[config.mk]
export PLATFORM = sky130hd
export DESIGN_NAME = fifo_param
export DESIGN_NICKNAME = d
export VERILOG_FILES = /design/src/rtl/fifo_pkg.sv /design/src/rtl/fifo_ptr_cal.sv /design/src/rtl/fifo_param.sv
export SDC_FILE = /design/constraint.sdc
export NUM_CORES = 1
export LEC_CHECK = 0
export BUFFER_PORTS_ARGS = -buffer_cell sky130_fd_sc_hd__clkbuf_2
export CAP_MARGIN = 10
export CORE_MARGIN = 2
export CORE_UTILIZATION = 40
export DETAILED_ROUTE_END_ITERATION = 10
export PLACE_DENSITY = 0.55
export SYNTH_ARGS = -nofsm -noshare
export SYNTH_HDL_FRONTEND = slang
export SYNTH_SLANG_ARGS = --single-unit
[constraint.sdc]
create_clock -name clk -period 13.1 [get_ports clk]
set_clock_uncertainty 0.2 [all_clocks]
set_input_delay 3.93 -clock clk [delete_from_list [all_inputs] [get_ports clk]]
set_output_delay 3.93 -clock clk [all_outputs]
set_load 0.01 [all_outputs]
[src/rtl/fifo_pkg.sv]
// Shared definitions for the parametrised FIFO: state encoding and width helper.
package fifo_pkg;

  typedef logic [2:0] state_t;

  localparam state_t IDLE     = 3'b000;
  localparam state_t WRITE    = 3'b001;
  localparam state_t READ     = 3'b010;
  localparam state_t WR_ERROR = 3'b011;
  localparam state_t RD_ERROR = 3'b100;
  localparam state_t WR_RD    = 3'b101;

  function automatic int clog2(input int value);
    int result;
    int v;
    result = 0;
    v = value - 1;
    while (v > 0) begin
      result++;
      v = v >> 1;
    end
    return result;
  endfunction

endpackage

[src/rtl/fifo_ptr_cal.sv]
// Next-pointer and occupancy calculation for the FIFO, driven by the decoded operation.
module fifo_ptr_cal
  import fifo_pkg::*;
#(
  parameter int ADDR_WIDTH = 3
) (
  input  state_t                state,
  input  logic [ADDR_WIDTH-1:0] head,
  input  logic [ADDR_WIDTH-1:0] tail,
  input  logic [ADDR_WIDTH:0]   data_count,
  output logic [ADDR_WIDTH-1:0] next_head,
  output logic [ADDR_WIDTH-1:0] next_tail,
  output logic [ADDR_WIDTH:0]   next_data_count,
  output logic                  we,
  output logic                  re
);

  always_comb begin
    we = (state == WRITE) || (state == WR_RD);
    // A combined request on an empty FIFO only writes; there is no bypass path.
    re = (state == READ) || ((state == WR_RD) && (data_count != '0));

    next_head       = re ? head + 1'b1 : head;
    next_tail       = we ? tail + 1'b1 : tail;
    next_data_count = data_count;
    if (we && !re) begin
      next_data_count = data_count + 1'b1;
    end else if (re && !we) begin
      next_data_count = data_count - 1'b1;
    end
  end

endmodule

[src/rtl/fifo_param.sv]
// Parametrised synchronous FIFO with occupancy flags and registered ack/err handshakes.
module fifo_param
  import fifo_pkg::*;
#(
  parameter int DATA_WIDTH = 32,
  parameter int ADDR_WIDTH = 3,
  parameter int AFULL_LVL  = 6,
  parameter int AEMPTY_LVL = 2
) (
  input  logic                  clk,
  input  logic                  reset,
  input  logic                  wr_en,
  input  logic                  rd_en,
  input  logic [DATA_WIDTH-1:0] din,
  output logic [DATA_WIDTH-1:0] dout,
  output logic                  full,
  output logic                  empty,
  output logic                  almost_full,
  output logic                  almost_empty,
  output logic                  wr_ack,
  output logic                  wr_err,
  output logic                  rd_ack,
  output logic                  rd_err,
  output logic [ADDR_WIDTH:0]   data_count
);

  localparam int DEPTH     = 2 ** ADDR_WIDTH;
  localparam int CNT_WIDTH = clog2(DEPTH) + 1;

  localparam logic [CNT_WIDTH-1:0] DEPTH_C  = CNT_WIDTH'(DEPTH);
  localparam logic [CNT_WIDTH-1:0] AFULL_C  = CNT_WIDTH'(AFULL_LVL);
  localparam logic [CNT_WIDTH-1:0] AEMPTY_C = CNT_WIDTH'(AEMPTY_LVL);

  logic [DATA_WIDTH-1:0] mem [DEPTH];

  logic [ADDR_WIDTH-1:0] head_reg, head_next;
  logic [ADDR_WIDTH-1:0] tail_reg, tail_next;
  logic [CNT_WIDTH-1:0]  count_reg, count_next;
  logic [DATA_WIDTH-1:0] dout_reg;
  state_t                state_reg, state_next;
  logic                  rd_miss_reg;
  logic                  we, re;

  always_comb begin
    state_next = IDLE;
    if (wr_en && rd_en) begin
      state_next = WR_RD;
    end else if (wr_en) begin
      state_next = full ? WR_ERROR : WRITE;
    end else if (rd_en) begin
      state_next = empty ? RD_ERROR : READ;
    end
  end

  fifo_ptr_cal #(
    .ADDR_WIDTH (ADDR_WIDTH)
  ) u_ptr_cal (
    .state           (state_next),
    .head            (head_reg),
    .tail            (tail_reg),
    .data_count      (count_reg),
    .next_head       (head_next),
    .next_tail       (tail_next),
    .next_data_count (count_next),
    .we              (we),
    .re              (re)
  );

  // Storage has no reset so it maps onto block RAM; reset still blocks the write.
  always_ff @(posedge clk) begin
    if (!reset && we) begin
      mem[tail_reg] <= din;
    end
  end

  always_ff @(posedge clk) begin
    if (reset) begin
      head_reg    <= '0;
      tail_reg    <= '0;
      count_reg   <= '0;
      dout_reg    <= '0;
      state_reg   <= IDLE;
      rd_miss_reg <= 1'b0;
    end else begin
      head_reg    <= head_next;
      tail_reg    <= tail_next;
      count_reg   <= count_next;
      state_reg   <= state_next;
      rd_miss_reg <= (state_next == WR_RD) && !re;
      if (re) begin
        dout_reg <= mem[head_reg];
      end
    end
  end

  // Handshakes come straight from registered state, so each is a one-cycle pulse.
  assign wr_ack = (state_reg == WRITE) || (state_reg == WR_RD);
  assign wr_err = (state_reg == WR_ERROR);
  assign rd_ack = (state_reg == READ) || ((state_reg == WR_RD) && !rd_miss_reg);
  assign rd_err = (state_reg == RD_ERROR) || ((state_reg == WR_RD) && rd_miss_reg);

  assign full         = (count_reg == DEPTH_C);
  assign empty        = (count_reg == '0);
  assign almost_full  = (count_reg >= AFULL_C);
  assign almost_empty = (count_reg <= AEMPTY_C);
  assign data_count   = count_reg;
  assign dout         = dout_reg;

endmodule

==> results.md, run 1 <==
* Peak VDD IR at between 90 and 100 uV
* Height of the die at between 150 and 200 um
* Final setup vio count at 0
* Clk_lat worst skew at 0.54 ns
* H-Tree Depth at 1
* CP arrival at roughly 6.4 ns
* Minimum clock period after layout at 6.13 ns
* Sequential share of power at 0.456
* Initial antenna violation count at 2
* WS Path Type: input pin to flip-flop
* WL final at about 23000 um
* Clk sink count at 302
* Tightest Hold Check Type: flip-flop to flip-flop
* CTS Hold Buffers Added at 0
* Hold Path Depth at 2
* Depth of the worst register-to-register path at 10
* Cell count after synthesis at 570
* Critical Path Sink Type: flip-flop
* Cell Area, Synth at 11600 um2
* CTS buffer count at 31
* GP Congestion at about 0.71
* RSZ-0062 raised after global routing: false
* Int Pwr at around 1900 uW
* Number of buffers inserted by post-CTS setup repair at 0
* Avg Cell Area, Syn at ~20 um2
* Net count reported at finish at 709
* Ports at 80
* Slew Limit Fails at 0
* Clock network fraction of total power at 0.332
* Die Width at approximately 170 um
* Largest net degree at the start of global routing at 67
* Initial DRC count at approximately 330
* Worst-Margin Slew at 1.01 ns
* Clk slew on worst S/H paths at around 0.06 ns
* Syn Nets at ~610
* Switch share at 0.266
* Port Buffers at 79
* Period utilisation layout at 0.468
* Seq/Total Area, Yosys at 0.742
* Leak at between 0.004 and 0.005 uW
* Area Overhead vs Synth at 15.9%
* Antenna cells at 0
* Power per cell area at approximately 190 nW/um2
* Hold Slack at between 0.2 and 0.3 ns
* Worst Path Max Fanout at 38
* Outcome: finished clean
* DR vias at roughly 5500
* CTS max path bufs at 3
* Distinct cells, synth at 39
* Fillcell total at approximately 2400
* # resized after CTS at 0
* Relative slew slack at 0.327
* Yosys top cell area share at 0.662
* Antenna Violating Nets Remaining at 0
* Max reg flops at about 260
* Synthesis Warnings at 0
* Layout cells sized above 1 at 0.405
* Switching pwr at between 600 and 700 uW
* Core area at about 29000 um2
* DRC Markers at 0
* First-pass GRT wire length at approximately 35000 um
* Vias per cell at approximately 5.2
* Final total power at 2580 uW
* Final hold viol count at 0
* Area leader, netlist: edfxtp_1
* Site Rows at 62
* TritonCTS clock tree: built
* Synth area leaders: edfxtp_1, mux4_2, dfxtp_1
* Startpoint Class: input pin
* Max_cap viols at 0
* Total die area at 30400 um2
* Overall routing resource usage at 0.151
* Yosys reg bits at roughly 300
* Post-DP HPWL at between 10000 and 15000 um
* Setup TNS at 0 ns
* Drt wl/cell at ~21 um
* Setup WS post-layout at around 7 ns
* Comb power frac at 0.212
* Starting Density at 0.406
* Required time worst endpoint at approximately 13 ns
* Vias in the first global route at 5845
* Drt first pass iters at 4
* Fin util at 0.470
* Fmax at ~160 MHz
* Gr ovfl total at 0
* Pre-CTS setup slack at ~6.4 ns
* Clock root cell: clkbuf_16
[metal layers]
layer | vias up | part of all wire | track usage
met3 | 35 | 0.041 | 0.0252
met4 | 2 | 0.018 | 0.0385
met2 | 117 | 0.51 | 0.268
met1 | 2899 | 0.43 | 0.193
met5 | - | 0.00048 | 0
li1 | 2495 | - | -
[layout make-up]
cell class              count  area [um2]  area share
clock inverters            10         124     0.00921
multi-input cells         233        2820       0.210
flip-flops and latches    302        8610       0.640
clock buffers              47         886      0.0658
repair buffers             94         508      0.0378
inverters                   5        18.8     0.00140
well taps                 384         480      0.0357
[synth_stat cells]
cell        n
mux4_2     64
buf_4       6
buf_1       1
and3_1      1
mux2i_1     2
a31oi_1     1
clkbuf_1   13
o41a_1      1
or4b_4      1
buf_2       3
xnor2_1     2
fa_1        1
inv_2       1
nand3_1     1
a211oi_1    2
o211ai_1    1
nor4_1      1
nor3_2     31
inv_1       4
dfxtp_1    46
nor3b_1     1
mux2_2      1
nand2_8     1
xor2_1      4
ha_1        5
edfxtp_1  256
a21oi_1     4
nand2b_1    6
nor2b_1     3
o22ai_1     2
or3b_1      2
buf_6       4
o21ai_2     1
buf_12      3
nand2_1     4
o22ai_2    31
nor3_1      3
nor2_1     55
a21o_1      1
[cells by family (layout without fill, tap and decap cells)]
kind of cell               count (synthesis)  in the layout  share of synthesized area
muxes                                     67             67                      0.127
buffers and inverters                     35            156                     0.0204
DFF                                      302            302                      0.742
adders and majority gates                  6              6                    0.00711
AOI/OAI and AO/OA                         44             44                     0.0411
and+or+nand+nor                          110            110                     0.0585
xor gates and xnor gates                   6              6                    0.00453
[power groups by stage]
stage	Sequential, uW	Combinational [uW]	Clock (uW)
3_5_place_dp	1200	559	0
3_3_place_gp	1200	548	0
5_1_grt	1190	596	920
4_1_cts	1180	559	884
2_1_floorplan	1180	424	0
6_report	1180	547	859
[cells in the final DEF, fill, tap and decap left out, drive strengths merged]
cell type	synthesis	final
a211oi	2	2
a21o	1	1
a21oi	4	4
a31oi	1	1
and3	1	1
buf	17	15
bufinv	0	3
clkbuf	13	126
clkinv	0	6
clkinvlp	0	1
dfxtp	46	46
edfxtp	256	256
fa	1	1
ha	5	5
inv	5	5
mux2	1	1
mux2i	2	2
mux4	64	64
nand2	5	5
nand2b	6	6
nand3	1	1
nor2	55	55
nor2b	3	3
nor3	34	34
nor3b	1	1
nor4	1	1
o211ai	1	1
o21ai	1	1
o22ai	33	33
o41a	1	1
or3b	2	2
or4b	1	1
xnor2	2	2
xor2	4	4
[critical path, stage by stage]
cell and delay [ns]:
clkbuf_2 0.15, o41a_2 0.15, buf_4 0.49, inv_2 0.10
ha_1 0.23, inv_1 0.14, ha_1 0.29, a21oi_1 0.20
a211oi_1 0.10, a31oi_1 0.19, mux2_2 0.35
[worst paths after layout]
path | from | endpoint | slack, ns
setup / recovery | rd_en | data_count[3] | 6.97
hold / removal | dout[31] | dout[31] | 0.30
setup reg to reg | data_count[0] | data_count[3] | 9.97
hold reg to reg | dout[31] | dout[31] | 0.30
[through the flow]
stage / std cells / area [um2]
after global routing: 1075 / 13500
after detailed placement: 1018 / 12400
after CTS: 1075 / 13500
final: 1075 / 13500
after floorplan: 570 / 11600
after global placement: 1018 / 12400
(Power assumes the default switching activity.)
==> run 2, diff against run 1 <==
--- a/config.mk
+++ b/config.mk
@@ -5,12 +5,13 @@
 export SDC_FILE = /design/constraint.sdc
 export NUM_CORES = 1
 export LEC_CHECK = 0
+export ABC_AREA = 1
 export BUFFER_PORTS_ARGS = -buffer_cell sky130_fd_sc_hd__clkbuf_2
 export CAP_MARGIN = 10
 export CORE_MARGIN = 2
 export CORE_UTILIZATION = 40
 export DETAILED_ROUTE_END_ITERATION = 10
-export PLACE_DENSITY = 0.55
+export PLACE_DENSITY = 0.54
 export SYNTH_ARGS = -nofsm -noshare
 export SYNTH_HDL_FRONTEND = slang
 export SYNTH_SLANG_ARGS = --single-unit
==> constraint.sdc (replaced) <==
create_clock -name clk -period 6.4 [get_ports clk]
set_clock_uncertainty 0.2 [all_clocks]
set_input_delay 1.92 -clock clk [delete_from_list [all_inputs] [get_ports clk]]
set_output_delay 1.92 -clock clk [all_outputs]
set_load 0.01 [all_outputs]
==> run 2 against run 1 <==
Clock power increased by 100%; routed wire length increased by 19%; total power increased by 100%; via count increased by 48%; largest cell class unchanged; critical endpoint is now mem[4][11]; clock-buffer cell count decreased by 1; synthesized cell count increased by 120%; sequential share of layout area decreased by 3.9 points; sequential power increased by 100%; cell area increased by 6.5%; global-route usage increased by 1.3 points.
==> results.md, run 2 <==
* Initial antenna violation count at 0
* Peak VDD IR at 211 uV
* Syn Nets at 1281
* Distinct cells, synth at 27
* GP Congestion at around 0.74
* DR vias at around 8200
* Hold Slack at roughly 0.32 ns
* WL final at ~27000 um
* Avg Cell Area, Syn at 10.2 um2
* Gr ovfl total at 0
* Fin util at 0.456
* Port Buffers at 79
* Cell Area, Synth at 12700 um2
* Minimum clock period after layout at between 3 and 4 ns
* Relative slew slack at 0.204
* Overall routing resource usage at 0.164
* Startpoint Class: input pin
* TritonCTS clock tree: built
* Starting Density at 0.403
* Die Width at 182 um
* Sequential cell area at about 8600 um2
* Vias in the first global route at 7810
* Area Overhead vs Synth at 13.2%
* Yosys top cell area share at 0.607
* Fillcell total at 2921
* Fmax at approximately 260 MHz
* Final hold viol count at 0
* Max reg flops at 256
* DRC Markers at 0
* CTS max path bufs at 3
* CTS buffer count at 31
* WS Path Type: input pin to flip-flop
* CTS Hold Buffers Added at 0
* Cell count after synthesis at 1239
* Ports at 80
* H-Tree Depth at 1
* Layout cells sized above 1 at 0.112
* R2R Setup Slk at around 3.1 ns
* Max_cap viols at 0
* Depth of the worst register-to-register path at 8
* Leading cell type in the layout, fill and taps excluded: nand2_1
* Power per cell area at approximately 370 nW/um2
* Largest net degree at the start of global routing at between 80 and 90
* Total die area at 33100 um2
* Clk_lat worst skew at ~0.55 ns
* Most frequent cell after synthesis: nand2_1
* Tightest Hold Check Type: flip-flop to flip-flop
* Commonest cells after routing, fill and taps aside: nand2_1, edfxtp_1, inv_1
* Seq/Total Area, Yosys at 0.680
* Drt wl/cell at ~16 um
* # resized after CTS at 0
* Initial DRC count at around 510
* Post-DP HPWL at ~15000 um
* Worst Setup EP: mem[4][11]
* Crit. Startpoint: rd_en
* Area leader, netlist: edfxtp_1
* Footprint of the multi-input gates at 2960 um2
* Drt first pass iters at 5
* Site Rows at 65
* Reg2Reg Launch Point: head_reg[0]
* CP arrival at about 3.8 ns
* Ys async rst share at 0
* Yosys reg bits at 302
* RR Endpoint: dout[17]
* Clk slew on worst S/H paths at ~0.06 ns
* RSZ-0062 raised after global routing: false
* Slew Limit Fails at 0
* Synth area leaders: edfxtp_1, nand2_1, dfxtp_1
* Most frequent cells after synthesis: nand2_1, edfxtp_1, inv_1
* Height of the die at ~180 um
* Synthesis Warnings at 0
* Number of buffers inserted by post-CTS setup repair at 0
* Vias per cell at 4.74
* Worst-Margin Slew at 1.19 ns
* Antenna Violating Nets Remaining at 0
* Critical Path Sink Type: flip-flop
* Leak at roughly 0.0062 uW
* Final setup vio count at 0
* Worst Path Max Fanout at 32
* Clock root cell: clkbuf_16
* Core area at 31400 um2
* Clk sink count at 302
* Setup TNS at 0 ns
* Antenna cells at 0
* Outcome: finished clean
* Net count reported at finish at roughly 1300
* First-pass GRT wire length at 42500 um
* Period utilisation layout at 0.599
* Number of synthesized flops with an enable pin at 256
* Ys flop type: edfxtp_1
* Required time worst endpoint at 6.37 ns
[run 2: cell count changes after synthesis, sizes merged, moves of 35 or more]
| cell | previous run | this run |
|---|---|---|
| o21ai | 1 | 43 |
| mux4 | 64 | 0 |
| inv | 5 | 216 |
| nand2 | 5 | 373 |
| nand3 | 1 | 165 |
| buf | 17 | 52 |
| a21oi | 4 | 40 |
[run 2: kinds of logic after synthesis]
kind of cell | share of synthesized area
buffers and inverters | 0.0905
flip-flops | 0.680
XOR/XNOR | 0.00277
AO/OA/AOI/OAI | 0.0334
adder cells (fa/ha/maj) | 0.00652
AND/OR/NAND/NOR | 0.187
[run 2: per-stage QoR]
stage	std cells	cell area, um2	worst slack, ns	total power (uW)
global placement	1667	13400	2.04	3550
global route	1725	14300	2.39	5530
CTS	1725	14300	2.54	5300
detailed placement	1667	13400	1.96	3560
floorplan	1239	12700	2.02	3220
finish	1725	14300	2.57	5240
[run 2: layout make-up]
| type | instances | area share |
|---|---|---|
| sequential | 302 | 0.601 |
| multi-input combinational | 659 | 0.207 |
| clock buffer | 46 | 0.0602 |
| inverter | 216 | 0.0567 |
| tap | 402 | 0.0351 |
| timing repair buffer | 88 | 0.0323 |
| clock inverter | 12 | 0.00786 |
[run 2: power breakdown]
group / switching, uW / leakage [uW] / internal, uW
logic: 771 / 0.00300 / 366
clock network: 731 / 0.000475 / 1010
registers: 104 / 0.00269 / 2260
[run 2: worst min path at each step]
stage / from / end / slack (ns) / cells past startpoint
detailed placement: dout[13] / dout[13] / 0.31 / 2
finish: dout[3] / dout[3] / 0.32 / 2
global placement: dout[17] / dout[17] / 0.31 / 2
CTS: dout[13] / dout[13] / 0.32 / 2
floorplan: tail_reg[2] / tail_reg[2] / 0.29 / 2
global route: dout[16] / dout[16] / 0.34 / 2
[run 2: layer usage]
layer / part of all wire / global-route usage / vias up / wire [um]
met2: 0.48 / 0.281 / 175 / 12900
met1: 0.46 / 0.220 / 3836 / 12500
li1: - / - / 4132 / -
met5: 0 / 0 / - / 0
met3: 0.045 / 0.0225 / 41 / 1230
met4: 0.019 / 0.0442 / 0 / 515
[run 2: critical path: stages]
cell	delay, ns
clkbuf_2	0.14
inv_1	0.06
nand4_1	0.13
nand2_1	0.15
nor2_1	0.17
nand2_1	0.25
nor2_4	0.96
==> run 3, diff against run 2 <==
==> constraint.sdc (replaced) <==
create_clock -name clk -period 4 [get_ports clk]
set_clock_uncertainty 0.2 [all_clocks]
set_input_delay 1.2 -clock clk [delete_from_list [all_inputs] [get_ports clk]]
set_output_delay 1.2 -clock clk [all_outputs]
set_load 0.01 [all_outputs]
==> run 3 against run 2 <==
Combinational power is 64% higher; non-clock buffer count is 13 higher; sequential power is 59% higher.
==> results.md, run 3 (synthesis gave the netlist of run 2 again) <==
* Minimum clock period after layout at ~3 ns
* Clk slew on worst S/H paths at ~0.06 ns
* Fmax at about 330 MHz
* Port Buffers at between 70 and 80
* CTS buffer count at 31
* Final total power at 8480 uW
* Antenna cells at 0
* Outcome: finished clean
* DRC Markers at 0
* CTS Hold Buffers Added at 0
* Site Rows at 65
* Final instance area at about 15000 um2
* Drt wl/cell at roughly 16 um
* H-Tree Depth at 1
* Clk_lat worst skew at between 0.5 and 0.6 ns
* Layout cells sized above 1 at 0.123
* Core area at 31400 um2
* Number of buffers inserted by post-CTS setup repair at 0
* Height of the die at ~180 um
* Antenna Violating Nets Remaining at 0
* Crit path cell chain: inv_1 -> nor4_1 -> clkbuf_2
* Overall routing resource usage at 0.167
* GP Congestion at about 0.74
* Gr ovfl total at 0
* Final setup vio count at 0
* Max_cap viols at 0
* Commonest cells after routing, fill and taps aside: nand2_1, edfxtp_1, inv_1
* Starting Density at 0.403
* Initial antenna violation count at 0
* Die Width at 182 um
* Clk sink count at 302
* Required time worst endpoint at 2.60 ns
* WL final at approximately 27000 um
* Net count reported at finish at around 1400
* Initial DRC count at 550
* Total die area at ~33000 um2
* CTS max path bufs at 3
* CP max stage cell: dfxtp_1
* Max reg flops at about 260
* Worst Path Max Fanout at 7
* Period utilisation layout at 0.752
* Slew Limit Fails at 0
* First-pass GRT wire length at 43200 um
* Vias per cell at around 4.8
* Setup TNS at 0 ns
* RSZ-0062 raised after global routing: false
* TritonCTS clock tree: built
* DR vias at 8256
* Leak at ~0.0063 uW
* Largest stage delay on the critical path at between 0.5 and 0.6 ns
* CP arrival at between 1.5 and 2 ns
* # resized after CTS at 0
* Critical Path Sink Type: output pin
* Leading cell type in the layout, fill and taps excluded: nand2_1
* Final hold viol count at 0
* Vias in the first global route at between 7000 and 8000
* Peak VDD IR at 301 uV
* Post-DP HPWL at between 10000 and 15000 um
* Tightest Hold Check Type: flip-flop to flip-flop
* DP Area at roughly 14000 um2
* Fillcell total at ~2900
* Largest net degree at the start of global routing at 92
* Ports at 80
* Worst-Margin Slew at approximately 0.86 ns
* Relative slew slack at 0.427
* Clock root cell: clkbuf_16
* Startpoint Class: flip-flop
* Power per cell area at approximately 580 nW/um2
* WS Path Type: flip-flop to output pin
* Drt first pass iters at 5
* Area Overhead vs Synth at 14.7%
[run 3: changes by cell type in the layout (fill, tap and decap cells not counted), sizes merged]
| cell | delta |
|---|---|
| buf | +13 |
| bufinv | +2 |
| inv | -1 |
| clkbuf | -12 |
| clkinvlp | +3 |
| clkinv | +7 |
[run 3: final timing paths]
| kind | startpoint | endpoint | slack, ns | cells past startpoint |
|---|---|---|---|---|
| setup reg to reg | data_count[2] | mem[7][13] | 1.51 | 7 |
| setup / recovery | data_count[3] | full | 0.99 | 3 |
| hold / removal | dout[19] | dout[19] | 0.31 | 2 |
| hold reg to reg | dout[19] | dout[19] | 0.31 | 2 |
[run 3: cell type report]
class / count / area (um2) / area share
tap: 402 / 503 / 0.0346
clock inverter: 23 / 215 / 0.0148
sequential: 302 / 8610 / 0.593
inverter: 216 / 812 / 0.0559
clock buffer: 34 / 787 / 0.0542
multi-input combinational: 659 / 2960 / 0.204
timing repair buffer: 101 / 623 / 0.0429
[run 3: layer usage]
layer / GRT usage / vias up / wire length (um)
li1: - / 4146 / -
met1: 0.232 / 3932 / 12900
met2: 0.278 / 143 / 12500
met3: 0.0253 / 35 / 1200
met4: 0.0352 / 0 / 415
met5: 0 / - / 0
[run 3: per-stage QoR]
step                hold WS, ns  std cells  worst slack [ns]  utilization
floorplan                 0.290       1239             0.344            -
global placement          0.302       1680             0.717        0.431
detailed placement        0.304       1680             0.684        0.431
CTS                       0.318       1737             0.973        0.462
global route              0.326       1737             0.925        0.462
finish                    0.312       1737             0.993        0.462
[run 3: worst max-delay path, delay by kind of cell (launching register included)]
kind / cells / cell delay (ns)
AND/OR/NAND/NOR: 1 / 0.25
flip-flops: 1 / 0.53
buffers and inverters: 2 / 0.28
[run 3: power by group]
part | internal [uW] | switching (uW)
sequential | 3620 | 154
clock | 1670 | 1170
combinational | 609 | 1270
total | 5890 | 2590
